[src/rtl/calc_arbiter_if.sv]
// Bundle of requester command/response channels, calculator-core drive lines and status.
// The slave modport is the arbiter's view; master is the environment (requesters and core).
interface calc_arbiter_if #(
    parameter int NREQ = 2,
    parameter int W    = 8
);
    logic [NREQ-1:0]   req_valid;
    logic [NREQ-1:0]   req_ready;
    logic [2*NREQ-1:0] req_op;
    logic [W*NREQ-1:0] req_num;
    logic [NREQ-1:0]   resp_valid;
    logic [NREQ-1:0]   resp_ready;
    logic [W-1:0]      resp_data;
    logic [W-1:0]      calc_num;
    logic [1:0]        calc_op;
    logic              calc_enter;
    logic [W-1:0]      calc_result;
    logic              busy;
    logic [7:0]        txn_count;

    modport slave (
        input  req_valid, req_op, req_num, resp_ready, calc_result,
        output req_ready, resp_valid, resp_data, calc_num, calc_op, calc_enter, busy, txn_count
    );

    modport master (
        output req_valid, req_op, req_num, resp_ready, calc_result,
        input  req_ready, resp_valid, resp_data, calc_num, calc_op, calc_enter, busy, txn_count
    );
endinterface

[src/rtl/calc_arbiter.sv]
// Round-robin arbiter that serialises requester commands into a shared accumulator core
// and returns the core's updated accumulator to the granted requester.
module calc_arbiter #(
    parameter int NREQ = 2,
    parameter int W    = 8
) (
    input  logic           clk,
    input  logic           rst_n,
    calc_arbiter_if.slave  bus
);
    localparam int PW = (NREQ > 1) ? $clog2(NREQ) : 1;

    typedef enum logic [1:0] {IDLE, ISSUE, SETTLE, RESP} state_t;

    state_t          state_q, state_d;
    logic [PW-1:0]   ptr_q, ptr_d;
    logic [PW-1:0]   gnt_q, gnt_d;
    logic [W-1:0]    num_q, num_d;
    logic [1:0]      op_q, op_d;
    logic [W-1:0]    data_q, data_d;
    logic [7:0]      txn_q, txn_d;
    logic            enter_q;

    logic [PW-1:0]   pick;
    logic            any_valid;
    logic            accept;
    logic [PW:0]     scan_idx;
    logic [1:0]      op_arr  [NREQ];
    logic [W-1:0]    num_arr [NREQ];

    for (genvar gi = 0; gi < NREQ; gi++) begin : g_slice
        assign op_arr[gi]  = bus.req_op[2*gi+1:2*gi];
        assign num_arr[gi] = bus.req_num[W*gi+W-1:W*gi];
        assign bus.req_ready[gi]  = accept && rst_n && (pick == PW'(gi));
        assign bus.resp_valid[gi] = (state_q == RESP) && (gnt_q == PW'(gi));
    end

    // Scan from the farthest offset down so the nearest requester at or after ptr wins.
    always_comb begin
        pick      = '0;
        any_valid = 1'b0;
        scan_idx  = '0;
        for (int k = NREQ - 1; k >= 0; k--) begin
            scan_idx = {1'b0, ptr_q} + (PW+1)'(k);
            if (scan_idx >= (PW+1)'(NREQ)) begin
                scan_idx = scan_idx - (PW+1)'(NREQ);
            end
            if (bus.req_valid[scan_idx[PW-1:0]]) begin
                pick      = scan_idx[PW-1:0];
                any_valid = 1'b1;
            end
        end
    end

    always_comb begin
        state_d = state_q;
        ptr_d   = ptr_q;
        gnt_d   = gnt_q;
        num_d   = num_q;
        op_d    = op_q;
        data_d  = data_q;
        txn_d   = txn_q;
        accept  = 1'b0;
        case (state_q)
            IDLE: begin
                if (any_valid) begin
                    accept  = 1'b1;
                    gnt_d   = pick;
                    ptr_d   = (pick == PW'(NREQ - 1)) ? '0 : pick + 1'b1;
                    op_d    = op_arr[pick];
                    num_d   = num_arr[pick];
                    state_d = ISSUE;
                end
            end
            ISSUE:  state_d = SETTLE;
            SETTLE: begin
                // Core updated its accumulator on the edge closing ISSUE.
                data_d  = bus.calc_result;
                state_d = RESP;
            end
            RESP: begin
                if (bus.resp_ready[gnt_q]) begin
                    txn_d   = txn_q + 8'd1;
                    state_d = IDLE;
                end
            end
            default: state_d = IDLE;
        endcase
    end

    always_ff @(posedge clk) begin
        if (!rst_n) begin
            state_q <= IDLE;
            ptr_q   <= '0;
            gnt_q   <= '0;
            num_q   <= '0;
            op_q    <= '0;
            data_q  <= '0;
            txn_q   <= '0;
            enter_q <= 1'b0;
        end else begin
            state_q <= state_d;
            ptr_q   <= ptr_d;
            gnt_q   <= gnt_d;
            num_q   <= num_d;
            op_q    <= op_d;
            data_q  <= data_d;
            txn_q   <= txn_d;
            enter_q <= (state_d == ISSUE);
        end
    end

    assign bus.resp_data  = data_q;
    assign bus.calc_num   = num_q;
    assign bus.calc_op    = op_q;
    assign bus.calc_enter = enter_q;
    assign bus.busy       = (state_q != IDLE);
    assign bus.txn_count  = txn_q;
endmodule

[src/flat_wrapper.sv]
// flat-port wrapper written by rule: the top's interface ports become plain ports
module calc_arbiter_flat 
#(
    parameter int NREQ = 2,
    parameter int W    = 8
)
  (clk, rst_n, bus_req_valid, bus_req_op, bus_req_num, bus_resp_ready, bus_calc_result, bus_req_ready, bus_resp_valid, bus_resp_data, bus_calc_num, bus_calc_op, bus_calc_enter, bus_busy, bus_txn_count);
  calc_arbiter_if #(.NREQ(NREQ), .W(W)) bus_i ();
  input  logic clk;
  input  logic rst_n;
  input wire logic [$bits(bus_i.req_valid)-1:0] bus_req_valid;
  input wire logic [$bits(bus_i.req_op)-1:0] bus_req_op;
  input wire logic [$bits(bus_i.req_num)-1:0] bus_req_num;
  input wire logic [$bits(bus_i.resp_ready)-1:0] bus_resp_ready;
  input wire logic [$bits(bus_i.calc_result)-1:0] bus_calc_result;
  output wire logic [$bits(bus_i.req_ready)-1:0] bus_req_ready;
  output wire logic [$bits(bus_i.resp_valid)-1:0] bus_resp_valid;
  output wire logic [$bits(bus_i.resp_data)-1:0] bus_resp_data;
  output wire logic [$bits(bus_i.calc_num)-1:0] bus_calc_num;
  output wire logic [$bits(bus_i.calc_op)-1:0] bus_calc_op;
  output wire logic [$bits(bus_i.calc_enter)-1:0] bus_calc_enter;
  output wire logic [$bits(bus_i.busy)-1:0] bus_busy;
  output wire logic [$bits(bus_i.txn_count)-1:0] bus_txn_count;
  assign bus_i.req_valid = bus_req_valid;
  assign bus_i.req_op = bus_req_op;
  assign bus_i.req_num = bus_req_num;
  assign bus_i.resp_ready = bus_resp_ready;
  assign bus_i.calc_result = bus_calc_result;
  assign bus_req_ready = bus_i.req_ready;
  assign bus_resp_valid = bus_i.resp_valid;
  assign bus_resp_data = bus_i.resp_data;
  assign bus_calc_num = bus_i.calc_num;
  assign bus_calc_op = bus_i.calc_op;
  assign bus_calc_enter = bus_i.calc_enter;
  assign bus_busy = bus_i.busy;
  assign bus_txn_count = bus_i.txn_count;
  calc_arbiter #(.NREQ(NREQ), .W(W)) u_core (.clk(clk), .rst_n(rst_n), .bus(bus_i));
endmodule
[config.mk]
export PLATFORM = sky130hd
export DESIGN_NAME = calc_arbiter_flat
export DESIGN_NICKNAME = d
export VERILOG_FILES = /design/src/rtl/calc_arbiter_if.sv /design/src/rtl/calc_arbiter.sv /design/src/flat_wrapper.sv
export SDC_FILE = /design/constraint.sdc
export NUM_CORES = 1
export LEC_CHECK = 0
export ABC_AREA = 1
export BUFFER_PORTS_ARGS = -buffer_cell sky130_fd_sc_hd__buf_2
export CAP_MARGIN = 5
export CORE_MARGIN = 8
export CORE_UTILIZATION = 40
export DETAILED_ROUTE_END_ITERATION = 10
export GPL_TIMING_DRIVEN = 0
export PLACE_DENSITY = 0.71
export SLEW_MARGIN = 15
export SYNTH_ARGS = -nofsm -noshare
export SYNTH_HDL_FRONTEND = slang
export SYNTH_SLANG_ARGS = --single-unit
[constraint.sdc]
create_clock -name clk -period 2 [get_ports clk]
set_input_delay 0.3 -clock clk [delete_from_list [all_inputs] [get_ports clk]]
set_output_delay 0.3 -clock clk [all_outputs]
set_load 0.05 [all_outputs]
; Word-level counts from Yosys, hierarchy flattened
; Index checks and enable logic that the tools add are counted.
; Widths: inputs -> output; s select.
[classes]
addsub = 5
order_cmp = 6
eq_ne = 4
mux = 24
bitwise_logic = 3
n_reduce_logical = 9
[ops]
columns = cell, count
row1 = $mux 8, 3
row2 = $mux 1, 15
row3 = $mux 2, 5
row4 = $add 8x1->8 const B, 1
row5 = $pmux 2 s4, 1
row6 = $lt 1x2->1 const B, 3
row7 = $logic_and 1x1->1, 5
row8 = $eq 2x1->1 const B, 2
row9 = $eq 2x2->1 const B, 2
row10 = $ge 2x2->1 const B, 2
row11 = $reduce_and 2->1, 2
row12 = $add 1x1->2 const B, 1
row13 = $ge 1x2->1 const B, 1
row14 = $logic_not 2->1, 1
row15 = $not 1->1, 2
row16 = $not 1->2, 1
row17 = $reduce_bool 2->1, 1
row18 = $sub 1x1->1 const B, 2
row19 = $add 1x1->1 const B, 1
[totals]
regBits = 31
in_bits = 34
output_inout_bits = 32
word_cells = 59

; Logic depth before layout (Yosys ltp)
[depth]
depth_word = 11
ltp_mapped = 9
mapped_depth_nobuf = 9

; Worst setup path after synthesis
; Ideal clock, no wire load.
[synth_timing]
path_kind = flip-flop to output port
startpoint = reg u_core.state_q[1]
endpoint = out bus_resp_valid[0]
t_arrival_ns = 1.220
required_ns = 1.700
slack_ns = 0.480
path_stages_with_launch = 3
path_buffers = 0
path_cell_list = dfxtp_1 > nand2_1 > nor2_1
[synth_between]
elab_chain_len = 2
[synth_rtl]
columns = item, line_no
row1 = start: declaration, calc_arbiter.sv:15  ; state_t state_q, state_d;
row2 = start signal: assignment, calc_arbiter.sv:102  ; state_q <= state_d;
row3 = $eq 2x2->1, calc_arbiter.sv:35  ; assign bus.resp_valid[gi] = (state_q == RESP) && (gnt_q == PW'(gi));
row4 = $logic_and 1x1->1, calc_arbiter.sv:35
row5 = end: declaration, flat_wrapper.sv:17  ; output wire logic [$bits(bus_i.resp_valid)-1:0] bus_resp_valid;
; No other way between the ends.

; Worst setup path after layout
[layout_timing]
startpoint = reg u_core.state_q[1]
endpoint = out bus_req_ready[1]
[layout_between]
elab_chain_len = 4
[layout_rtl]
columns = item, line_no
row1 = $logic_not 2->1, calc_arbiter.sv:64  ; case (state_q)
row2 = $mux 1, calc_arbiter.sv:64
row3 = $logic_and 1x1->1 (2 in a row), calc_arbiter.sv:34  ; assign bus.req_ready[gi] = accept && rst_n && (pick == PW'(gi));
row4 = end: declaration, flat_wrapper.sv:16  ; output wire logic [$bits(bus_i.req_ready)-1:0] bus_req_ready;
; No other way between the ends.

==> flow_metrics.env <==
export IMPL_status="finished, final reports clean"
export IMPL_ys_flop_type="dfxtp_1"
export IMPL_rsz0062_at_grt="no"
export IMPL_period_share_pct=92.46
export IMPL_seq_area_um2=620.6
export IMPL_cts_buffer_depth=2
export IMPL_nNetsFinal=306
export IMPL_core_area_um2=3337
export IMPL_grt_max_degree=11
export IMPL_antenna_found_initial=0
export IMPL_tns_ps=0
export IMPL_drc=0
export IMPL_cpPeakStageDelay_ps=370
export IMPL_crit_path_end_kind="primary output"
export IMPL_num_vias=1450
export IMPL_syn_area_um2=1393
export IMPL_grt_use_total_pct=13.49
export IMPL_hp_class="in -> reg"
export IMPL_dp_cells=310
export IMPL_cap_violations=0
export IMPL_finalCriticalPeriod_ps=1849
export IMPL_cp_start_kind="flip-flop"
export IMPL_grt_first_pass_wirelength_mm=5.885
export IMPL_die_area_um2=5626
export IMPL_die_y_um=75.01
export IMPL_synth_edff_count=0
export IMPL_first_pass_iters=5
export IMPL_dpl_hpwl_mm=2.842
export IMPL_crit_family="simple AND/OR/NAND/NOR gates"
export IMPL_fp_row_count=21
export IMPL_ctsHoldBuffers=0
export IMPL_synth_async_sr_flop_share_pct=0
export IMPL_grt_pass1_vias=1359
export IMPL_p_leak_nw=0.9658
export IMPL_numCtsBuffers=5
export IMPL_critical_path_class="reg -> out"
export IMPL_multi_input_area_um2=666.9
export IMPL_insertion_delay_ps=330
export IMPL_numPortBuffers=64
export IMPL_cp_max_fo=7
export IMPL_vias_per_cell=4.560
export IMPL_area_growth_pct=31.63
export IMPL_die_w_um=75.01
export IMPL_crit_top_cell="nor2_4"
export IMPL_ys_ff_latch=31
export IMPL_max_slew_worst_pin_slew_ps=441.5
export IMPL_maxClockFrequency_ghz=0.5408
export IMPL_synth_top_area_cell="dfxtp_1"
export IMPL_hold_viol_final=0
export IMPL_routed_wl_mm=3.600
export IMPL_diodes=0
export IMPL_synth_nets=235
export IMPL_yosys_top_cells_count="nand2_1, dfxtp_1, nor2_1"
export IMPL_crit_required_ps=1700
export IMPL_maxSlewHeadroom_pct=70.57
export IMPL_yosys_top_cells_area="dfxtp_1, nand2_1, nor2_1"
export IMPL_final_max_slew_viol_count=0
export IMPL_place_congestion=0.7636
export IMPL_cts_root_buf="clkbuf_4"
export IMPL_place_ws_ps=414.3
export IMPL_top_level_ports=66
export IMPL_setup_violations=0
export IMPL_cts_max_level=2
export IMPL_syn_area_per_cell_um2=6.963
export IMPL_layout_setup_ws_ps=150.8
export IMPL_postRouteAntennaNets=0
export IMPL_fin_skew_ps=7.481
export IMPL_initial_core_util_pct=41.73
export IMPL_cts_tree="yes"
export IMPL_yosysMostFrequentCell="nand2_1"
export IMPL_fillers=359
export IMPL_grt_ovfl_total=0
export IMPL_cts_sinks=31
export IMPL_worst_path_max_delay_cell="dfxtp_1"
export IMPL_cellPowerDensity_nw_per_um2=873.2
export IMPL_critical_path_buf_inv_count=3
export IMPL_synthDistinctLibCells=24
export IMPL_synth_warnings=0
export IMPL_ir_worst_vdd_uv=506.4
export IMPL_drt_iter0_drc=47
export IMPL_critPathArrivalTime_ps=1550
export IMPL_path_clk_slew_ps=100
export IMPL_final_cells=318
export IMPL_layout_drive_gt1_share_pct=33.09
export IMPL_wl_per_cell_um=11.32
export IMPL_worstPathCellList="nor2_4 -> inv_2 -> nor2_4 -> inv_2 -> nor2_4 -> buf_4"
export IMPL_syn_inst=200
export IMPL_yosysSeqAreaShare_pct=44.56
export IMPL_yosysTopAreaCellShare_pct=44.56
power by group:
group          internal (W)  switching (W)  leakage [nW]  total (W)
combinational      0.000141       0.000394         0.677   0.000536
sequential         0.000682      0.0000358         0.254   0.000717
clock              0.000131       0.000217        0.0347   0.000348
cell type report:
class | count | area share, %
multi-input cells | 143 | 36.38
flip-flops and latches | 31 | 33.86
repair buffers | 64 | 17.75
inverters | 22 | 4.505
well taps | 46 | 3.140
clock buffers | 5 | 2.048
plain buffers | 4 | 1.502
clock inverters | 3 | 0.8191
flip-flops by register name, indices dropped and copies added, names as in the netlist:
signal / cells
u_core.bus.calc_enter: 1
u_core.bus.calc_num: 8
u_core.bus.calc_op: 2
u_core.bus.resp_data: 8
u_core.bus.txn_count: 8
u_core.gnt_q: 1
u_core.ptr_q: 1
u_core.state_q: 2
cell families after synthesis:
group                      count (synthesis)  share of synthesized area [%]
AOI/OAI and AO/OA                         21                          7.907
adders and majority gates                  1                         0.8983
DFF                                       31                          44.56
xor gates and xnor gates                   2                          1.258
buffers and inverters                     26                          7.906
and+or+nand+nor                          119                          37.47
worst reg2reg max path, cell delays in order, from the launching register on:
cell and delay [ps]:
dfxtp_1 450, nand2_1 80, nor2_1 240, nand3_1 180
nor2_1 120, nor2_1 40, nor2_1 90
cells in the final DEF (no fill, tap or decap), drive strengths merged, types with 4 or more instances in the layout:
master / n
a21oi: 7
buf: 66
clkbuf: 7
clkinv: 4
dfxtp: 31
inv: 21
nand2: 65
nand3: 16
nor2: 36
o21ai: 13
path summary, 6_finish.rpt:
check,startpoint,end,slack [ps],depth (start not counted)
setup / recovery,u_core.state_q[1],bus_req_ready[1],150,6
hold / removal,bus_req_num[2],u_core.bus.calc_num[2],170,3
setup reg to reg,u_core.bus.txn_count[2],u_core.bus.txn_count[5],740,6
hold reg to reg,u_core.ptr_q,u_core.ptr_q,470,2
per-stage QoR:
| stage | power, W | instance area (µm²) | hold WS, ps | utilization, % |
|---|---|---|---|---|
| 6_report | 0.001601 | 1833 | 170.5 | 54.93 |
| 5_1_grt | 0.001705 | 1833 | 149.1 | 54.93 |
| 4_1_cts | 0.001623 | 1823 | 155.6 | 54.63 |
| 3_5_place_dp | 0.001270 | 1770 | 455.4 | 53.06 |
| 3_3_place_gp | 0.001266 | 1770 | 451.8 | 53.06 |
| 2_1_floorplan | 0.001132 | 1393 | 413.2 | - |
metal layers:
| metal | global-route usage (%) | wire length [µm] | part of all wire, % |
|---|---|---|---|
| met1 | 15.38 | 1544 | 43 |
| met2 | 21.40 | 1727 | 48 |
| met3 | 6.125 | 294 | 8.2 |
| met4 | 5.217 | 34 | 0.94 |
| met5 | 0 | 0 | 0 |
what timing repair did:
action / 4_1_cts / 5_1_grt
resized for setup: 0 / 4
endpoints found under the setup margin: 0 / 2
buffers inserted: 0 / 0
No activity file was read; power rests on OpenSTA's default activity.
